$ cat config.mk
export PLATFORM = sky130hd
export DESIGN_NAME = mem_port_arbiter
export DESIGN_NICKNAME = d
export VERILOG_FILES = /design/src/rtl/mem_port_arbiter.sv
export SDC_FILE = /design/constraint.sdc
export NUM_CORES = 1
export LEC_CHECK = 0
export BUFFER_PORTS_ARGS = -buffer_cell sky130_fd_sc_hd__buf_2
export CORE_AREA = 5 5 112 114
export DETAILED_ROUTE_END_ITERATION = 12
export DIE_AREA = 0 0 117 119
export PLACE_DENSITY = 0.49
export SYNTH_ARGS = -nofsm -noshare
export SYNTH_HDL_FRONTEND = slang
export SYNTH_SLANG_ARGS = --single-unit
export TNS_END_PERCENT = 50
$ cat constraint.sdc
create_clock -name clk -period 1.7 [get_ports clk]
set_input_delay 0.085 -clock clk [delete_from_list [all_inputs] [get_ports clk]]
set_output_delay 0.085 -clock clk [all_outputs]
set_load 0.02 [all_outputs]
$ cat src/rtl/mem_port_arbiter.sv
// Single-port memory arbiter between the CPU pipeline and a DMA/loader port.
// Define MEM_ARB_FAIRNESS_EN to enable the DMA starvation override; otherwise the CPU always has priority.
module mem_port_arbiter #(
  parameter int unsigned ADDR_WIDTH = 14,
  parameter int unsigned MAX_WAIT   = 8
) (
  input  logic                  clk,
  input  logic                  rstn,
  input  logic                  cpu_valid,
  input  logic                  cpu_write,
  input  logic [3:0]            cpu_wmask,
  input  logic [31:0]           cpu_wdata,
  input  logic [31:0]           cpu_addr,
  output logic [31:0]           cpu_rdata,
  output logic                  cpu_stall,
  input  logic                  dma_valid,
  input  logic                  dma_write,
  input  logic [3:0]            dma_wmask,
  input  logic [31:0]           dma_wdata,
  input  logic [31:0]           dma_addr,
  output logic                  dma_ready,
  output logic                  dma_rvalid,
  output logic [31:0]           dma_rdata,
  output logic                  mem_valid,
  output logic                  mem_write,
  output logic [3:0]            mem_wmask,
  output logic [31:0]           mem_wdata,
  output logic [ADDR_WIDTH-1:0] mem_addr,
  input  logic [31:0]           mem_rdata
);

  typedef enum logic [1:0] {OWN_NONE, OWN_CPU, OWN_DMA} owner_t;

  localparam logic [3:0] MAX_WAIT_L = 4'(MAX_WAIT);

  owner_t q_RdOwner;
  logic   override;
  logic   cpu_grant;
  logic   dma_grant;

`ifdef MEM_ARB_FAIRNESS_EN
  logic [3:0] wait_cnt;

  always_ff @(posedge clk or negedge rstn) begin
    if (!rstn) begin
      wait_cnt <= '0;
    end else if (dma_valid && !dma_grant) begin
      if (wait_cnt != 4'hF) wait_cnt <= wait_cnt + 4'd1;
    end else begin
      wait_cnt <= '0;
    end
  end

  assign override = (wait_cnt >= MAX_WAIT_L);
`else
  logic unused_max_wait;
  assign unused_max_wait = ^MAX_WAIT_L;
  assign override        = 1'b0;
`endif

  // Grants are gated by rstn so nothing reaches the memory while in reset.
  assign dma_grant = rstn && dma_valid && (!cpu_valid || override);
  assign cpu_grant = rstn && cpu_valid && !dma_grant;
  assign cpu_stall = cpu_valid && dma_grant;
  assign dma_ready = dma_grant;

  always_comb begin
    mem_valid = 1'b0;
    mem_write = 1'b0;
    mem_wmask = '0;
    mem_wdata = '0;
    mem_addr  = '0;
    if (cpu_grant) begin
      mem_valid = 1'b1;
      mem_write = cpu_write;
      mem_wmask = cpu_wmask;
      mem_wdata = cpu_wdata;
      mem_addr  = cpu_addr[ADDR_WIDTH+1:2];
    end else if (dma_grant) begin
      mem_valid = 1'b1;
      mem_write = dma_write;
      mem_wmask = dma_wmask;
      mem_wdata = dma_wdata;
      mem_addr  = dma_addr[ADDR_WIDTH+1:2];
    end
  end

  always_ff @(posedge clk or negedge rstn) begin
    if (!rstn) begin
      q_RdOwner <= OWN_NONE;
    end else if (cpu_grant && !cpu_write) begin
      q_RdOwner <= OWN_CPU;
    end else if (dma_grant && !dma_write) begin
      q_RdOwner <= OWN_DMA;
    end else begin
      q_RdOwner <= OWN_NONE;
    end
  end

  assign dma_rvalid = (q_RdOwner == OWN_DMA);
  assign cpu_rdata  = mem_rdata;
  assign dma_rdata  = mem_rdata;

  logic unused_addr_bits;
  assign unused_addr_bits = ^{cpu_addr[31:ADDR_WIDTH+2], cpu_addr[1:0],
                              dma_addr[31:ADDR_WIDTH+2], dma_addr[1:0]};

endmodule

== Yosys cells after proc, flatten, opt, wreduce, memory -nomap -nowiden ==
Index checks and enable logic that the tools add are counted.

* Reduce and logical (&&, ||, !) cells: 11
* Equality and inequality tests: 1
* Mux-type cells: 12

{| class="wikitable"
|+ Operators with widths
! kind !! number
|-
| two-way mux 32 bit || 2
|-
| two-way mux 14 bit || 2
|-
| two-way mux 4 bit || 2
|-
| logical AND 1 bit || 7
|-
| zero test 1 bit || 4
|-
| two-way mux 1 bit || 4
|-
| two-way mux 2 bit || 2
|-
| equality test 2 bit, second input constant || 1
|}

* Input bits: 174
* Register bits: 2
* Word-level logic and storage cells: 25
* Output and inout bits: 119

== Longest topological paths before layout ==
* Depth in word-level cells: 6
* Gate-level depth with buffers: 4
* Gate-level depth less buffers: 2

== Worst setup path after synthesis ==
OpenSTA, ideal clock, no wires.

* Path type: input to output
* Start point: in dma_valid
* End point: out mem_addr[10]
* Cell stages on the path: 3
* Slack: 838 ps
* Arrival: 777 ps
* Data required time: 1615 ps
* Buffers on the path: 1
* Path through: buf_2 -> nand2_1 -> o21ai_0

* Word-level cells in the longest chain between the ends: 5
* Elaborated cells between the ends (all ways): 6
* Classes of those cells: 2 x mux; 4 x reduce/logical

{| class="wikitable"
|+ Ends and longest elaborated chain
! element !! RTL line !! RTL
|-
| start: declaration || 16 || <nowiki>input logic dma_valid,</nowiki>
|-
| logical AND 1 bit * (2 in a row) || 62 || <nowiki>assign dma_grant = rstn && dma_valid && (!cpu_valid || override);</nowiki>
|-
| zero test 1 bit || 63 || <nowiki>assign cpu_grant = rstn && cpu_valid && !dma_grant;</nowiki>
|-
| logical AND 1 bit || 63 ||
|-
| two-way mux 14 bit * || 73 || <nowiki>if (cpu_grant) begin</nowiki>
|-
| end: declaration || 28 || <nowiki>output logic [ADDR_WIDTH-1:0] mem_addr,</nowiki>
|}

Mark *: on every way between the ends. The rest lies on a longest branch, timed or not.

== Worst setup path after layout ==
* Start point: in cpu_valid
* End point: out mem_wdata[5]

* Word-level cells in the longest chain between the ends: 5
* Elaborated cells between the ends (all ways): 7
* Classes of those cells: 2 x mux; 5 x reduce/logical

{| class="wikitable"
|+ Ends and longest elaborated chain
! element !! RTL line !! RTL
|-
| start: declaration || 9 || <nowiki>input logic cpu_valid,</nowiki>
|-
| zero test 1 bit || 62 ||
|-
| logical AND 1 bit || 62 ||
|-
| zero test 1 bit || 63 ||
|-
| logical AND 1 bit || 63 ||
|-
| two-way mux 32 bit * || 73 ||
|-
| end: declaration || 27 || <nowiki>output logic [31:0] mem_wdata,</nowiki>
|}

Marks and branches as above.

==> metrics.csv <==
stage;metric;value;unit
job;maxCapViolations;0;
min_path;hold_path.class;input pin to register;
critical_path;start_kind;input pin;
detailed_routing;ant_nets;0;
layout;area_growth;33.24;%
detailed_routing;drc;0;
yosys;yosys_warnings;0;
critical_path;critPathKind;input pin to output port;
clock_tree;root_buffer;clkbuf_16;
die;initial_utilization;0.1187;
critical_path;crit_fanout;51;
yosys;yosys_register_bits;2;
yosys;synth_ff_type;dfrtp_1;
yosys;synth_top_area_cell;a32o_2;
yosys;netlist_instances;147;
clock_tree;clkSlewWorstSetupHoldPaths;0.03;ns
timing;finalHoldViolations;0;
yosys;syn_nets;321;
layout;largest_reg_flops;2;
layout;top_regs;q_RdOwner x2;
status;status;completed;
die;die-height;119;um
detailed_routing;finalWirelength;5215;um
yosys;yosys-top-cells-count;66 x buf_4, 50 x a32o_2, 6 x buf_6;
timing;whs;0.04421;ns
timing;max_freq;0.6432;GHz
timing;fin_crit;1.555;ns
clock_tree;cts_tree;done;
clock_tree;ctsResizeCount;0;
yosys;yosysTopAreaCellShare;0.4190;
detailed_routing;wl_per_cell;13.94;um
yosys;yosysSeqAreaShare;0.03724;
global_route;grt_pass1_wl;6851;um
layout;antennaDiodeCount;0;
power_and_ir_drop;powerDensity;483.2;nW/um^2
die;rows;39;
clock_tree;ctsHoldBuffers;1;
die;fp.dieW;117;um
detailed_routing;firstDrtPassIters;4;
layout;largest_register;q_RdOwner;
power_and_ir_drop;p_leak;0.001190;uW
timing;setup_viol;0;
die;core-area;11320;um^2
detailed_routing;vias;1472;
global_route;antenna_found_initial;0;
timing;grt_setup_unrepaired;no;
global_route;gr-usage-all-layers;0.05962;
layout;post-route-util;0.1582;
clock_tree;htree_num_levels;1;
yosys;ys_types;19;
yosys;syn_avg_cell_area;9.141;um^2
yosys;synthArstFlopShare;1.000;
global_route;grt_pass1_vias;1374;
yosys;yosys-top-cells-area;a32o_2 42%, buf_4 37%, buf_8 5.6%, buf_6 5.0%, dfrtp_1 3.7%;
global_route;grt_overflow;0;
detailed_routing;first_iter_violations;52;
yosys;synth-edff-count;0;
power_and_ir_drop;peakVddDrop;0.3855;mV
yosys;syn_area;1344;um^2
global_route;grt_max_degree;53;
timing;tns;0;ns
die;die-area;13920;um^2
timing;period_share;0.9146;
timing;worst_slew_pin_slew;0.9413;ns
clock_tree;cts_made_buffers;3;
clock_tree;clock_sinks;2;
critical_path;arrival;1.47;ns
critical_path;required;1.62;ns
clock_tree;cts_setup_buffers;0;
place;port_buffers;159;
layout;drive_gt1_frac;0.9437;
die;ios;293;
place;gp_congestion;0.7238;
timing;relSlewSlack;0.3725;
timing;maxSlewViolCount;0;
layout;fin_nets;407;
clock_tree;clock_path_buffers;2;
critical_path;end_kind;output port;
place;dp_hpwl;4211;um
detailed_routing;via_per_inst;3.936;
yosys;synth_most_common_cell;buf_4;
## metrics by stage
step           cells  worst slack, ns  power [uW]  instance area, um^2
2_1_floorplan    147           0.8377       547.2                 1344
3_3_place_gp     370           0.1712       509.3                 1705
3_5_place_dp     370           0.1043       518.0                 1705
4_1_cts          374           0.1033       882.7                 1790
5_1_grt          374         0.009761       920.6                 1790
6_report         374           0.1452       865.2                 1790
## area by class of cell
cell class | count | area (um^2)
Multi-Input combinational cell | 62 | 638.1
Clock buffer | 3 | 75.07
Fill cell | 1274 | 9530
Timing Repair Buffer | 164 | 848.3
Tap cell | 143 | 178.9
Sequential cell | 2 | 50.05
## report_power, final
part	internal, uW	switching (uW)
registers	49.5	0.311
clock network	299	51.9
logic	219	246
total	567	298
## cell usage in the layout (no fill, tap or decap)
cell / instances
buf_4: 3
and2b_1: 1
nand2_1: 1
nor2b_4: 1
buf_2: 159
nor3_1: 1
dlygate4sd3_1: 1
nand2b_1: 1
conb_1: 1
nor2_1: 1
o21a_1: 1
nor2b_1: 1
buf_12: 1
and2_2: 1
clkbuf_16: 3
o21ai_0: 1
a32o_2: 50
dfrtp_1: 2
nand3_1: 1
## cell families after synthesis
logic type,synth area share
AOI/OAI and AO/OA,0.4283
DFF,0.03725
and+or+nand+nor,0.03911
buffers and inverters,0.4925
other,0.002791
## metal layers
metal | GRT usage | part of all wire
met1 | 0.05642 | 0.32
met2 | 0.1120 | 0.49
met3 | 0.01471 | 0.15
met4 | 0.03656 | 0.041
met5 | 0 | 0
## critical path, cell delays in order
cell	delay (ns)
buf_2	0.17
and2_2	0.80
a32o_2	0.22
buf_2	0.18
## worst paths after layout
path                           start  cells after the start            to
min in group asynchronous       rstn                      3  q_RdOwner[0]
max in group asynchronous       rstn                      3  q_RdOwner[1]
setup / recovery           cpu_valid                      4  mem_wdata[5]
hold / removal             dma_write                      2  q_RdOwner[1]
Power figures use the tool's default switching activity.
